## src/rtl/avr_tick_sched_if.sv

```systemverilog
// Bus bundle between the AVR I/O bus / systick / core IRQ input and avr_tick_sched.
// Latency: wires only, no storage.
// Backpressure: none; strobes are single-cycle and always accepted.
interface avr_tick_sched_if;
  logic       tick;
  logic       io_re;
  logic       io_we;
  logic [2:0] io_a;
  logic [7:0] io_di;
  logic [7:0] io_do;
  logic       irq;
  logic [1:0] irq_id;
  logic       irq_ack;

  // Core/bus side: drives strobes, tick and acknowledge; observes read data and IRQ.
  modport master (
    output tick, io_re, io_we, io_a, io_di, irq_ack,
    input  io_do, irq, irq_id
  );

  // Scheduler side.
  modport slave (
    input  tick, io_re, io_we, io_a, io_di, irq_ack,
    output io_do, irq, irq_id
  );
endinterface

```

## src/rtl/avr_tick_sched.sv

```systemverilog
// Multi-channel alarm scheduler on the systick tick; merges expiries into one prioritised IRQ.
// Latency: tick in cycle N -> PEND/irq/irq_id visible in N+1; register writes land on the write edge.
// Backpressure: none; every strobe, tick and ack is consumed in its cycle. Option macro: TICKSCHED_PRESCALE_EN.
module avr_tick_sched #(
  parameter int NCH = 4
) (
  input  logic             clk,
  input  logic             rst,
  avr_tick_sched_if.slave  bus
);

  localparam logic [3:0] CH_MASK = 4'((1 << NCH) - 1);

  logic [3:0] r_en, r_per, r_pend, r_ovr, r_im;
  logic [7:0] r_reload [4];
  logic [7:0] r_cnt    [4];

  logic       w_wr, w_wr_en, w_wr_mode, w_wr_stat, w_wr_imask, w_wr_rld;
  logic       w_etick, w_irq;
  logic [1:0] w_irq_id;
  logic [3:0] w_act, w_exp, w_load, w_en_nxt, w_ack_clr, w_w1c_pend, w_w1c_ovr, w_psc;
  logic [7:0] w_rdata;

  // A write that coincides with a read is dropped entirely.
  assign w_wr       = bus.io_we & ~bus.io_re;
  assign w_wr_en    = w_wr & (bus.io_a == 3'd0);
  assign w_wr_mode  = w_wr & (bus.io_a == 3'd1);
  assign w_wr_stat  = w_wr & (bus.io_a == 3'd2);
  assign w_wr_imask = w_wr & (bus.io_a == 3'd3);
  assign w_wr_rld   = w_wr & bus.io_a[2];

`ifdef TICKSCHED_PRESCALE_EN
  logic [3:0] r_psc, r_pscnt;

  // A PSC write restarts the divider, so the tick of that same cycle is not counted.
  assign w_etick = bus.tick & (r_pscnt == r_psc) & ~w_wr_imask;
  assign w_psc   = r_psc;

  // Prescaler: pass every (PSC+1)th tick pulse.
  always_ff @(posedge clk) begin
    if (!rst) begin
      r_psc   <= 4'd0;
      r_pscnt <= 4'd0;
    end else if (w_wr_imask) begin
      r_psc   <= bus.io_di[7:4];
      r_pscnt <= 4'd0;
    end else if (bus.tick) begin
      r_pscnt <= (r_pscnt == r_psc) ? 4'd0 : r_pscnt + 4'd1;
    end
  end
`else
  assign w_etick = bus.tick;
  assign w_psc   = 4'd0;
`endif

  // Per-channel expiry/load decode; an ENABLE write always decides the new EN value.
  always_comb begin
    w_exp = 4'd0;
    for (int n = 0; n < 4; n++) begin
      w_exp[n] = w_etick & r_en[n] & (r_cnt[n] == 8'd0) & CH_MASK[n];
    end
    w_load     = {4{w_wr_en}} & bus.io_di[3:0] & ~r_en & CH_MASK;
    w_en_nxt   = w_wr_en ? (bus.io_di[3:0] & CH_MASK) : (r_en & ~(w_exp & ~r_per));
    w_ack_clr  = (bus.irq_ack & w_irq) ? (4'd1 << w_irq_id) : 4'd0;
    w_w1c_pend = w_wr_stat ? bus.io_di[3:0] : 4'd0;
    w_w1c_ovr  = w_wr_stat ? bus.io_di[7:4] : 4'd0;
  end

  // Fixed-priority arbitration, channel 0 highest.
  always_comb begin
    w_act    = r_pend & r_im;
    w_irq    = |w_act;
    w_irq_id = 2'd0;
    if      (w_act[0]) w_irq_id = 2'd0;
    else if (w_act[1]) w_irq_id = 2'd1;
    else if (w_act[2]) w_irq_id = 2'd2;
    else if (w_act[3]) w_irq_id = 2'd3;
  end

  // Control/status registers; an expiry set outranks ack and W1C clears.
  always_ff @(posedge clk) begin
    if (!rst) begin
      r_en   <= 4'd0;
      r_per  <= 4'd0;
      r_pend <= 4'd0;
      r_ovr  <= 4'd0;
      r_im   <= 4'd0;
    end else begin
      r_en   <= w_en_nxt;
      if (w_wr_mode)  r_per <= bus.io_di[3:0] & CH_MASK;
      if (w_wr_imask) r_im  <= bus.io_di[3:0] & CH_MASK;
      r_pend <= (w_exp | (r_pend & ~(w_ack_clr | w_w1c_pend))) & CH_MASK;
      r_ovr  <= ((w_exp & r_pend) | (r_ovr & ~w_w1c_ovr)) & CH_MASK;
    end
  end

  // Reload values and down-counters; a reload write never touches a running count.
  always_ff @(posedge clk) begin
    if (!rst) begin
      for (int n = 0; n < 4; n++) begin
        r_reload[n] <= 8'hFF;
        r_cnt[n]    <= 8'd0;
      end
    end else begin
      for (int n = 0; n < 4; n++) begin
        if (w_wr_rld && (bus.io_a[1:0] == 2'(n)) && CH_MASK[n]) r_reload[n] <= bus.io_di;
        if (w_load[n]) begin
          r_cnt[n] <= r_reload[n];
        end else if (r_en[n] && w_etick) begin
          if (r_cnt[n] != 8'd0)  r_cnt[n] <= r_cnt[n] - 8'd1;
          else if (r_per[n])     r_cnt[n] <= r_reload[n];
        end
      end
    end
  end

  // Read mux; bus is driven to zero whenever no read is in progress.
  always_comb begin
    w_rdata = 8'h00;
    case (bus.io_a)
      3'd0:    w_rdata = {4'b0, r_en};
      3'd1:    w_rdata = {4'b0, r_per};
      3'd2:    w_rdata = {r_ovr, r_pend};
      3'd3:    w_rdata = {w_psc, r_im};
      default: w_rdata = CH_MASK[bus.io_a[1:0]] ? r_reload[bus.io_a[1:0]] : 8'h00;
    endcase
  end

  assign bus.io_do  = bus.io_re ? w_rdata : 8'h00;
  assign bus.irq    = w_irq;
  assign bus.irq_id = w_irq_id;

endmodule

```

## src/flat_wrapper.sv

```systemverilog
// flat-port wrapper written by rule: the top's interface ports become plain ports
module avr_tick_sched_flat 
#(
  parameter int NCH = 4
)
  (clk, rst, bus_tick, bus_io_re, bus_io_we, bus_io_a, bus_io_di, bus_irq_ack, bus_io_do, bus_irq, bus_irq_id);
  avr_tick_sched_if bus_i ();
  input  logic clk;
  input  logic rst;
  input wire logic [$bits(bus_i.tick)-1:0] bus_tick;
  input wire logic [$bits(bus_i.io_re)-1:0] bus_io_re;
  input wire logic [$bits(bus_i.io_we)-1:0] bus_io_we;
  input wire logic [$bits(bus_i.io_a)-1:0] bus_io_a;
  input wire logic [$bits(bus_i.io_di)-1:0] bus_io_di;
  input wire logic [$bits(bus_i.irq_ack)-1:0] bus_irq_ack;
  output wire logic [$bits(bus_i.io_do)-1:0] bus_io_do;
  output wire logic [$bits(bus_i.irq)-1:0] bus_irq;
  output wire logic [$bits(bus_i.irq_id)-1:0] bus_irq_id;
  assign bus_i.tick = bus_tick;
  assign bus_i.io_re = bus_io_re;
  assign bus_i.io_we = bus_io_we;
  assign bus_i.io_a = bus_io_a;
  assign bus_i.io_di = bus_io_di;
  assign bus_i.irq_ack = bus_irq_ack;
  assign bus_io_do = bus_i.io_do;
  assign bus_irq = bus_i.irq;
  assign bus_irq_id = bus_i.irq_id;
  avr_tick_sched #(.NCH(NCH)) u_core (.clk(clk), .rst(rst), .bus(bus_i));
endmodule
```

## config.mk

```make
export PLATFORM = sky130hd
export DESIGN_NAME = avr_tick_sched_flat
export DESIGN_NICKNAME = d
export VERILOG_FILES = /design/src/rtl/avr_tick_sched_if.sv /design/src/rtl/avr_tick_sched.sv /design/src/flat_wrapper.sv
export SDC_FILE = /design/constraint.sdc
export NUM_CORES = 1
export LEC_CHECK = 0
export BUFFER_PORTS_ARGS = -buffer_cell sky130_fd_sc_hd__buf_2
export CAP_MARGIN = 15
export CORE_UTILIZATION = 25
export DETAILED_ROUTE_END_ITERATION = 16
export MAX_ROUTING_LAYER = met4
export PLACE_DENSITY_LB_ADDON = 0.15
export SYNTH_ARGS = -nofsm -noshare
export SYNTH_HDL_FRONTEND = slang
export SYNTH_SLANG_ARGS = --single-unit
export TNS_END_PERCENT = 50
```

## constraint.sdc

```tcl
create_clock -name clk -period 2.7 [get_ports clk]
set_clock_uncertainty 0.2 [all_clocks]
set_input_delay 0.135 -clock clk [delete_from_list [all_inputs] [get_ports clk]]
set_output_delay 0.135 -clock clk [all_outputs]
set_load 0.01 [all_outputs]
```

==> summary.md, run 1 <==
| Metric | Value |
|---|---|
| Status | `completed` |
| Root Buffer | `clkbuf_16` |
| Synth async-reset ratio | `0%` |
| DR vias | `3563` |
| Starting Density | `25.9%` |
| GR Overflow Total | `0` |
| Final slew viol count | `0` |
| Area of the multi-input gates | `2240 sq um` |
| Die ar. | `19400 sq um` |
| Final Util | `30.2%` |
| Simple logic cell fraction of the synthesized area | `20.2%` |
| Setup violators final | `0` |
| Post-synthesis xor/xnor area fraction | `2.97%` |
| PortBufs | `27` |
| Layout area overhead | `16.5%` |
| #FFs+latches synth | `84` |
| Post-synth EDFFs | `64` |
| DR vias/cell | `5.09` |
| Worst Path Arrival | `2.28 ns` |
| P per Cell Area | `536 nW/um^2` |
| DR WL/cell | `20.4 um` |
| Fillers | `1874` |
| Reg2reg path depth | `5` |
| Vias in the first global route | `3518` |
| Mapped Cells | `427` |
| Main combinational cell family by area after synthesis | `simple AND/OR/NAND/NOR gates` |
| Ant. Diodes | `0` |
| Fmax | `399 MHz` |
| Largest net degree at the start of global routing | `20` |
| Synth unique cells | `63` |
| Max-cap violations | `0` |
| Final hold slack | `0.0174 ns` |
| Syn nets | `448` |
| VDD IR max | `0.232 mV` |
| Cell with the most instances after synthesis | `edfxtp_1` |
| Initial antenna violation count | `0` |
| Largest area contributor in the netlist | `edfxtp_1` |
| 1st-iter DRT viols | `259` |
| Setup TNS | `0 ns` |
| Synth Area in Compound Gates | `15.1%` |
| GPL Wtd Cong | `0.814` |
| Worst Tran Pin Value | `1.08 ns` |
| Die height | `139 um` |
| Antenna Violating Nets Remaining | `0` |
| Sequential share of the synthesized area | `49.2%` |
| HP Class | `in2reg` |
| Clock slew at reported path FFs | `0.06 ns` |
| Post-CTS Resized | `0` |
| Worst path bufs/invs | `1` |
| Mux share of post-synthesis cell area | `8.11%` |
| Global router's overall resource usage | `15.9%` |
| Min Tclk post-route | `2.51 ns` |
| Flip-flop and latch area | `2320 sq um` |
| Mean post-synth cell area | `11.1 sq um` |
| Leakage | `1.85 nW` |
| DIE WIDTH | `139 um` |
| Commonest cells in the netlist | `edfxtp_1, nand2_1, o2bb2ai_1` |
| Yosys Warn Count | `0` |
| Detail Placement HPWL | `10700 um` |
| Worst path slowest cell | `or3b_2` |
| Crit-path max cell delay | `0.52 ns` |
| Final WL | `14300 um` |
| Crit path required time | `2.47 ns` |
| H-Tree Depth | `3` |
| Critical Setup Path Class | `reg2reg` |
| RSZ-0062 raised after global routing | `false` |
| Clock buffer count from CTS | `9` |
| Netlist Area Pre-Place | `4720 sq um` |
| Post-synth top area share | `40.7%` |
| Drt drc | `0` |
| Clk_lat worst skew | `0.35 ns` |
| Top delay family on crit path | `simple AND/OR/NAND/NOR gates` |
| CP endpoint kind | `register` |
| Sinks on Clock Net | `84` |
| DRT Pass-1 Iters | `4` |
| Rows | `49` |
| CP Max Fanout | `8` |
| Layout cells sized above 1 | `18.7%` |
| Fin crit share | `92.9%` |
| Top cells by area, synth | `edfxtp_1, dfxtp_1, o2bb2ai_1` |
| Startpoint types | `register` |
| Hold Vio Cnt, Final | `0` |
| CTS max path bufs | `2` |
| WP depth | `5` |
| Top_reg_cell synth | `edfxtp_1` |
| Adder-Cell Fraction of Synth Area | `1.06%` |
| Core area | `18200 sq um` |
| First-pass GRT wire length | `21600 um` |
| # nets final | `487` |
| Crit-path cells | `inv_1, ha_1, or3b_2, nor3_1, o211ai_1` |
| Slew margin rel. | `27.2%` |
| CTS tree | `built` |
| WHS Path Cells | `2` |
| I/O pin count | `28` |
## cell families (layout without fill, tap and decap cells)
kind of cell,Yosys count,count (layout)
AO/OA/AOI/OAI,94,94
XOR/XNOR,16,16
adder cells (fa/ha/maj),4,4
buffers and inverters,35,79
flip-flops,84,84
multiplexers,27,27
AND/OR/NAND/NOR,167,167
## metal layers
| layer | routed length (um) | track usage, % |
|---|---|---|
| met1 | 6460 | 19.7 |
| met2 | 7060 | 25.9 |
| met3 | 442 | 2.06 |
| met4 | 297 | 6.73 |
| met5 | 0 | - |
## worst register-to-register path: cells and delay by family, from the launching register on
kind,cells,cell delay [ns]
AOI/OAI and AO/OA,1,0.42
adders and majority gates,1,0.21
buffers and inverters,1,0.09
DFF,1,0.42
and+or+nand+nor,2,0.79
## cells in the final DEF, fill, tap and decap left out, drive strengths merged, types with 3 or more instances in the layout
cell and count:
edfxtp 64, buf 44, o2bb2ai 28, nand2 28
or3 26, nor2 22, dfxtp 20, mux2i 18
nor2b 18, o21ai 15, nand3 14, clkbuf 14
xnor2 13, inv 12, a21oi 11, nor3 11
mux4 9, or2 9, a21boi 9, nand4 8
nand2b 7, dlygate4sd3 7, nor4 7, nor3b 5
or4 4, a21o 4, ha 4, xor2 3
or3b 3
## final timing paths
check	endpoint	slack, ns	from
worst min register to register	u_core.r_ovr[1]$_SDFF_PN0_	0.29	u_core.r_ovr[1]$_SDFF_PN0_
worst max-delay path	u_core.r_cnt[3][0]$_DFFE_PP_	0.19	u_core.r_cnt[3][0]$_DFFE_PP_
worst max register to register	u_core.r_cnt[3][0]$_DFFE_PP_	0.19	u_core.r_cnt[3][0]$_DFFE_PP_
worst min-delay path	u_core.r_reload[2][7]$_SDFFCE_PN1P_	0.02	bus_io_di[7]
## area by class of cell
cell class | instances | area share [%]
multi-input cells | 308 | 40.7
well taps | 229 | 5.21
repair buffers | 51 | 6.05
clock inverters | 2 | 0.182
clock buffers | 14 | 4.80
inverters | 12 | 0.819
flip-flops and latches | 84 | 42.2
## power by group
group | total, mW | internal, mW | switching, mW
combinational | 0.276 | 0.111 | 0.166
sequential | 1.50 | 1.44 | 0.0568
clock | 1.17 | 0.672 | 0.502
## state kept, by name, indices dropped and copies added, names as in the netlist
| register | count |
|---|---|
| u_core.r_im | 4 |
| u_core.r_en | 4 |
| u_core.r_reload | 32 |
| u_core.r_per | 4 |
| u_core.r_ovr | 4 |
| u_core.r_pend | 4 |
| u_core.r_cnt | 32 |
## metrics by stage
stage / setup WS [ns] / power (mW) / cells / instance area [sq um]
global route: 0.0426 / 3.07 / 700 / 5500
detailed placement: 0.228 / 1.80 / 677 / 5160
floorplan: 0.456 / 1.67 / 427 / 4720
CTS: 0.195 / 3.00 / 700 / 5500
global placement: 0.296 / 1.80 / 677 / 5160
finish: 0.192 / 2.95 / 700 / 5500
## timing repair
item | in CTS | in global routing
hold endpoints to repair | 12 | 0
setup buffers | 0 | 0
hold buffers | 7 | 0
No activity file was read; power rests on OpenSTA's default activity.
==> run 2: changes to the inputs <==
BUFFER_PORTS_ARGS = default   (was -buffer_cell sky130_fd_sc_hd__buf_2)
DONT_BUFFER_PORTS = 1   (was default)
RECOVER_POWER = 25   (was default)
clock period = 3 ns   (was 2.7 ns; I/O delays follow)
==> summary.md, run 2 (synthesized netlist as in run 1, its figures left out) <==
| Metric | Value |
|---|---|
| Layout cells sized above 1 | `10.5% (was 18.7%)` |
| Area of the multi-input gates | `2240 sq um (unchanged)` |
| Final slew viol count | `0 (unchanged)` |
| Logic pwr share | `7.7% (was 9.4%)` |
| Clock buffer count from CTS | `9 (unchanged)` |
| 1st-iter DRT viols | `269 (was 259)` |
| Hold Vio Cnt, Final | `0 (unchanged)` |
| Die ar. | `19400 sq um (unchanged)` |
| Crit path required time | `3.04 ns (was 2.47 ns)` |
| Fin cells | `675 (was 700)` |
| Min Tclk post-route | `2.67 ns (was 2.51 ns)` |
| P per Cell Area | `499 nW/um^2 (was 536 nW/um^2)` |
| Final instance area | `5440 sq um (was 5500 sq um)` |
| PortBufs | `0 (was 27)` |
| Worst Tran Pin Value | `0.829 ns (was 1.08 ns)` |
| Largest regs | `u_core.r_cnt x32, u_core.r_reload x32 (unchanged)` |
| Placed cells | `638 (was 677)` |
| I/O pin count | `28 (unchanged)` |
| Leakage | `1.74 nW (was 1.85 nW)` |
| Final WL | `14700 um (was 14300 um)` |
| Internal | `2.08 mW (was 2.23 mW)` |
| Root Buffer | `clkbuf_16 (unchanged)` |
| Critical Setup Path Class | `reg2reg (unchanged)` |
| DR vias | `3552 (was 3563)` |
| H-Tree Depth | `3 (unchanged)` |
| Most frequent cells in the layout | `edfxtp_1, o2bb2ai_1, nand2_1, or3_1, nor2_1 (was edfxtp_1, o2bb2ai_1, nand2_1, buf_2, or3_1)` |
| Sw Ratio | `23.5% (was 24.6%)` |
| Commonest non-fill, non-tap cell in the layout | `edfxtp_1 (unchanged)` |
| Setup TNS | `0 ns (unchanged)` |
| Die height | `139 um (unchanged)` |
| CP endpoint kind | `register (unchanged)` |
| Fin crit share | `88.9% (was 92.9%)` |
| First-pass GRT wire length | `22300 um (was 21600 um)` |
| DR vias/cell | `5.26 (was 5.09)` |
| Rows | `49 (unchanged)` |
| Ant. Diodes | `0 (unchanged)` |
| Starting Density | `25.9% (unchanged)` |
| CP Max Fanout | `5 (was 8)` |
| Worst Path Arrival | `2.71 ns (was 2.28 ns)` |
| CTS tree | `built (unchanged)` |
| DIE WIDTH | `139 um (unchanged)` |
| Largest net degree at the start of global routing | `33 (was 20)` |
| Sinks on Clock Net | `84 (unchanged)` |
| Detail Placement HPWL | `10200 um (was 10700 um)` |
| HP Class | `in2reg (unchanged)` |
| Clk network pwr share | `42.6% (was 39.8%)` |
| # nets final | `462 (was 487)` |
| Vias in the first global route | `3456 (was 3518)` |
| Status | `completed (unchanged)` |
| VDD IR max | `0.218 mV (was 0.232 mV)` |
| GPL Wtd Cong | `0.788 (was 0.814)` |
| CTS max path bufs | `2 (unchanged)` |
| Flop pwr share | `49.6% (was 50.8%)` |
| Core area | `18200 sq um (unchanged)` |
| Clk_lat worst skew | `0.35 ns (about the same)` |
| Drt drc | `0 (unchanged)` |
| Post-CTS Resized | `0 (unchanged)` |
| DR WL/cell | `21.8 um (was 20.4 um)` |
| RSZ-0062 raised after global routing | `false (unchanged)` |
| Final Total Pwr | `2.72 mW (was 2.95 mW)` |
| Fmax | `375 MHz (was 399 MHz)` |
| P_sw | `639 uW (was 725 uW)` |
| Initial antenna violation count | `0 (unchanged)` |
| Max-cap violations | `0 (unchanged)` |
| Global router's overall resource usage | `16.2% (was 15.9%)` |
| Setup violators final | `0 (unchanged)` |
| Fillers | `1841 (was 1874)` |
| GR Overflow Total | `0 (unchanged)` |
| Layout area overhead | `15.2% (was 16.5%)` |
| Flip-flop and latch area | `2320 sq um (unchanged)` |
| Dpl cell area | `4930 sq um (was 5160 sq um)` |
| Slew margin rel. | `44.5% (was 27.2%)` |
| Startpoint types | `register (unchanged)` |
| Clock slew at reported path FFs | `0.06 ns (about the same)` |
| DRT Pass-1 Iters | `5 (was 4)` |
| Antenna Violating Nets Remaining | `0 (unchanged)` |
-- run 2: cell count changes in the layout (fill, tap and decap cells not counted), moves of 2 or more --
cell / previous run / this run
buf_2: 27 / 0
buf_4: 17 / 1
dlygate4sd3_1: 7 / 20
clkbuf_1: 3 / 6
clkinv_2: 2 / 0
clkinvlp_4: 0 / 2
-- run 2: path summary, 6_finish.rpt --
| path | from | end | slack (ns) | cells past startpoint |
|---|---|---|---|---|
| max | u_core.r_cnt[3][0]$_DFFE_PP_ | u_core.r_en[3]$_SDFF_PN0_ | 0.33 | 7 |
| min reg2reg | u_core.r_ovr[1]$_SDFF_PN0_ | u_core.r_ovr[1]$_SDFF_PN0_ | 0.29 | 1 |
| max reg2reg | u_core.r_cnt[3][0]$_DFFE_PP_ | u_core.r_en[3]$_SDFF_PN0_ | 0.33 | 7 |
| min | rst | u_core.r_cnt[2][6]$_SDFFCE_PN0P_ | 0.02 | 2 |
-- run 2: final cells by class --
class	instances	area share [%]
clock inverters	3	0.828
flip-flops and latches	84	42.7
clock buffers	13	4.78
well taps	229	5.26
repair buffers	26	4.46
multi-input cells	308	41.2
inverters	12	0.828
-- run 2: what timing repair did --
item / in CTS / in global routing
setup buffers: 0 / 0
hold endpoints to repair: 96 / 0
hold buffers: 21 / 0
-- run 2: per-stage QoR --
step	setup slack, ns	util [%]	hold slack (ns)
detailed placement	0.558	27.1	0.0762
global placement	0.608	27.1	0.0735
finish	0.334	29.9	0.0230
global route	0.178	29.9	0.0550
floorplan	0.756	-	0.0899
CTS	0.326	30.0	0.00340
-- run 2: critical path: stages (launching register included) --
cell,delay [ns]
edfxtp_1,0.42
inv_1,0.08
ha_1,0.20
or3b_2,0.52
nor3_1,0.26
a211oi_1,0.10
dlygate4sd3_1,0.58
a31o_2,0.21
-- run 2: power by group through the flow --
stage                     clock network (mW)  registers [mW]  logic (mW)
after floorplan                            0            1.35       0.153
after global placement                     0            1.37       0.168
after detailed placement                   0            1.37       0.168
after CTS                               1.18            1.35       0.215
after global routing                    1.23            1.35       0.229
final                                   1.16            1.35       0.210
-- run 2: layer usage --
metal  track usage [%]  wire, um  up-vias
li1                  -         -     1672
met1              20.9      6560     1766
met2              26.0      7290      102
met3              2.24       693       12
met4              5.44       204        0
met5                 -         0        -
==> run 3: changes to the inputs <==
CORE_MARGIN = 2   (was default)
PLACE_DENSITY_LB_ADDON = 0.2   (was 0.15)
==> summary.md, run 3 (synthesized netlist as in run 1, its figures left out) <==
| Metric | Value |
|---|---|
| Status | `completed (unchanged)` |
| VDD IR max | `0.201 mV (was 0.218 mV)` |
| CTS max path bufs | `2 (unchanged)` |
| Detail Placement HPWL | `9980 um (was 10200 um)` |
| Drt drc | `0 (unchanged)` |
| GR Overflow Total | `0 (unchanged)` |
| Clk network pwr share | `40.5% (was 42.6%)` |
| P per Cell Area | `483 nW/um^2 (was 499 nW/um^2)` |
| Most used cell, CP | `dlygate4sd3_1` |
| H-Tree Depth | `3 (unchanged)` |
| Setup Buffers After CTS | `0 (unchanged)` |
| GPL Wtd Cong | `0.809 (was 0.788)` |
| # nets final | `461 (was 462)` |
| Crit-path max cell delay | `0.59 ns (was 0.58 ns)` |
| Fillers | `1959 (was 1841)` |
| Logic pwr share | `7.9% (was 7.7%)` |
| Root Buffer | `clkbuf_16 (unchanged)` |
| Reg-to-reg startpoint | `u_core.r_cnt[0][2]$_SDFFCE_PN0P_ (was u_core.r_cnt[3][0]$_DFFE_PP_)` |
| DIE WIDTH | `141 um (was 139 um)` |
| Crit-path cells | `or3b_1, nor2_2, a221oi_1, dlygate4sd3_1, o21a_1, dlygate4sd3_1 (was inv_1, ha_1, or3b_2, nor3_1, a211oi_1, dlygate4sd3_1, a31o_2)` |
| Sw Ratio | `25.4% (was 23.5%)` |
| Commonest non-fill, non-tap cell in the layout | `edfxtp_1 (unchanged)` |
| Largest regs | `u_core.r_cnt x32, u_core.r_reload x32 (unchanged)` |
| Clk_lat worst skew | `0.35 ns (about the same)` |
| Die height | `141 um (was 139 um)` |
| Min Tclk post-route | `2.51 ns (was 2.67 ns)` |
| Starting Density | `25.3% (was 25.9%)` |
| HP Class | `in2reg (unchanged)` |
| Setup TNS | `0 ns (unchanged)` |
| Clock slew at reported path FFs | `0.07 ns (was 0.06 ns)` |
| DR vias | `3524 (was 3552)` |
| Worst Tran Pin Value | `0.775 ns (was 0.829 ns)` |
| Flop pwr share | `51.6% (was 49.6%)` |
| Worst path bufs/invs | `2 (unchanged)` |
| CP Max Fanout | `11 (was 5)` |
| PortBufs | `0 (unchanged)` |
| Internal | `1.95 mW (was 2.08 mW)` |
| Sinks on Clock Net | `84 (unchanged)` |
| Top delay family on crit path | `buffers and inverters (was simple AND/OR/NAND/NOR gates)` |
| CP endpoint kind | `register (unchanged)` |
| Startpoint types | `primary input (was register)` |
| Clock buffer count from CTS | `9 (unchanged)` |
| Fin crit share | `83.6% (was 88.9%)` |
| RSZ-0062 raised after global routing | `false (unchanged)` |
| WP depth | `6 (was 7)` |
| Final Total Pwr | `2.61 mW (was 2.72 mW)` |
| CP Launch Point | `bus_io_re (was u_core.r_cnt[3][0]$_DFFE_PP_)` |
| Critical Setup Path Class | `in2reg (was reg2reg)` |
| 1st-iter DRT viols | `224 (was 269)` |
| Setup violators final | `0 (unchanged)` |
| Initial antenna violation count | `1 (was 0)` |
| Layout cells sized above 1 | `11.0% (was 10.5%)` |
| First-pass GRT wire length | `22100 um (was 22300 um)` |
| Die ar. | `20000 sq um (was 19400 sq um)` |
| R2r setup slk | `0.60 ns (was 0.33 ns)` |
| Worst path slowest cell | `dlygate4sd3_1 (unchanged)` |
| DR vias/cell | `5.19 (was 5.26)` |
| Vias in the first global route | `3464 (was 3456)` |
| Leakage | `1.72 nW (was 1.74 nW)` |
| Global router's overall resource usage | `15.5% (was 16.2%)` |
| Final WL | `14500 um (was 14700 um)` |
| DRT Pass-1 Iters | `4 (was 5)` |
| DR WL/cell | `21.4 um (was 21.8 um)` |
| Post-CTS Resized | `0 (unchanged)` |
| Fmax | `399 MHz (was 375 MHz)` |
| Final slew viol count | `0 (unchanged)` |
| Slew margin rel. | `48.1% (was 44.5%)` |
| Crit path required time | `3.04 ns (about the same)` |
| CTS tree | `built (unchanged)` |
| P_sw | `665 uW (was 639 uW)` |
| I/O pin count | `28 (unchanged)` |
| # hold bufs at CTS | `20 (was 21)` |
| Layout area overhead | `14.5% (was 15.2%)` |
| Reg2reg path depth | `4 (was 7)` |
| Ant. Diodes | `0 (unchanged)` |
| Worst Path Arrival | `2.55 ns (was 2.71 ns)` |
| Hold Vio Cnt, Final | `0 (unchanged)` |
| Antenna Violating Nets Remaining | `0 (unchanged)` |
| RR Endpoint | `u_core.r_cnt[0][6]$_SDFFCE_PN0P_ (was u_core.r_en[3]$_SDFF_PN0_)` |
| Largest net degree at the start of global routing | `33 (unchanged)` |
| Critical Path Sink | `u_core.r_pend[0]$_SDFF_PN0_ (was u_core.r_en[3]$_SDFF_PN0_)` |
| Rows | `50 (was 49)` |
| Max-cap violations | `0 (unchanged)` |
| Most frequent cells in the layout | `edfxtp_1, o2bb2ai_1, nand2_1, or3_1, nor2_1 (unchanged)` |
| Core area | `18600 sq um (was 18200 sq um)` |
## run 3: power groups by stage
stage / clock network [mW] / registers, mW / logic (mW)
2_1_floorplan: 0 / 1.35 / 0.153
3_3_place_gp: 0 / 1.37 / 0.163
3_5_place_dp: 0 / 1.37 / 0.164
4_1_cts: 1.08 / 1.35 / 0.209
5_1_grt: 1.13 / 1.35 / 0.223
6_report: 1.06 / 1.35 / 0.206
## run 3: tightest hold or removal path, cell delays in order
cell	delay (ns)
nor2_1	0.03
nand2b_1	0.24
o22ai_1	0.10
## run 3: cell type report
cell class	count	area, sq um	share of cell area, %
multi-input combinational	308	2240	41.4
tap	234	293	5.41
clock inverter	7	51.3	0.948
inverter	12	45.0	0.833
clock buffer	9	225	4.16
sequential	84	2320	42.9
timing repair buffer	25	233	4.30
## run 3: metrics by stage
step	util [%]	area [sq um]	std cells	setup WS, ns	hold WS, ns
after floorplan	-	4720	427	0.756	0.0899
final	29.0	5410	679	0.491	0.0213
after detailed placement	26.5	4940	643	0.574	0.0785
after CTS	29.1	5430	679	0.515	0.00407
after global placement	26.5	4940	643	0.628	0.0736
after global routing	29.0	5410	679	0.355	0.0205
## run 3: per-layer routing
layer	track usage, %	wire length [um]	up-vias
met5	-	0	-
met4	4.79	272	0
met3	3.51	688	23
met1	19.0	6440	1745
met2	25.6	7110	84
li1	-	-	1672
## run 3: worst min path at each step
stage               cells past startpoint  slack (ns)                         end    startpoint
floorplan                               2        0.09   u_core.r_en[1]$_SDFF_PN0_  bus_io_di[1]
global placement                        1        0.07  u_core.r_ovr[3]$_SDFF_PN0_           rst
detailed placement                      1        0.08  u_core.r_ovr[3]$_SDFF_PN0_           rst
CTS                                     3       0.004   u_core.r_en[2]$_SDFF_PN0_   bus_io_a[0]
global route                            3        0.02   u_core.r_en[2]$_SDFF_PN0_   bus_io_a[0]
finish                                  3        0.02   u_core.r_en[2]$_SDFF_PN0_   bus_io_a[0]
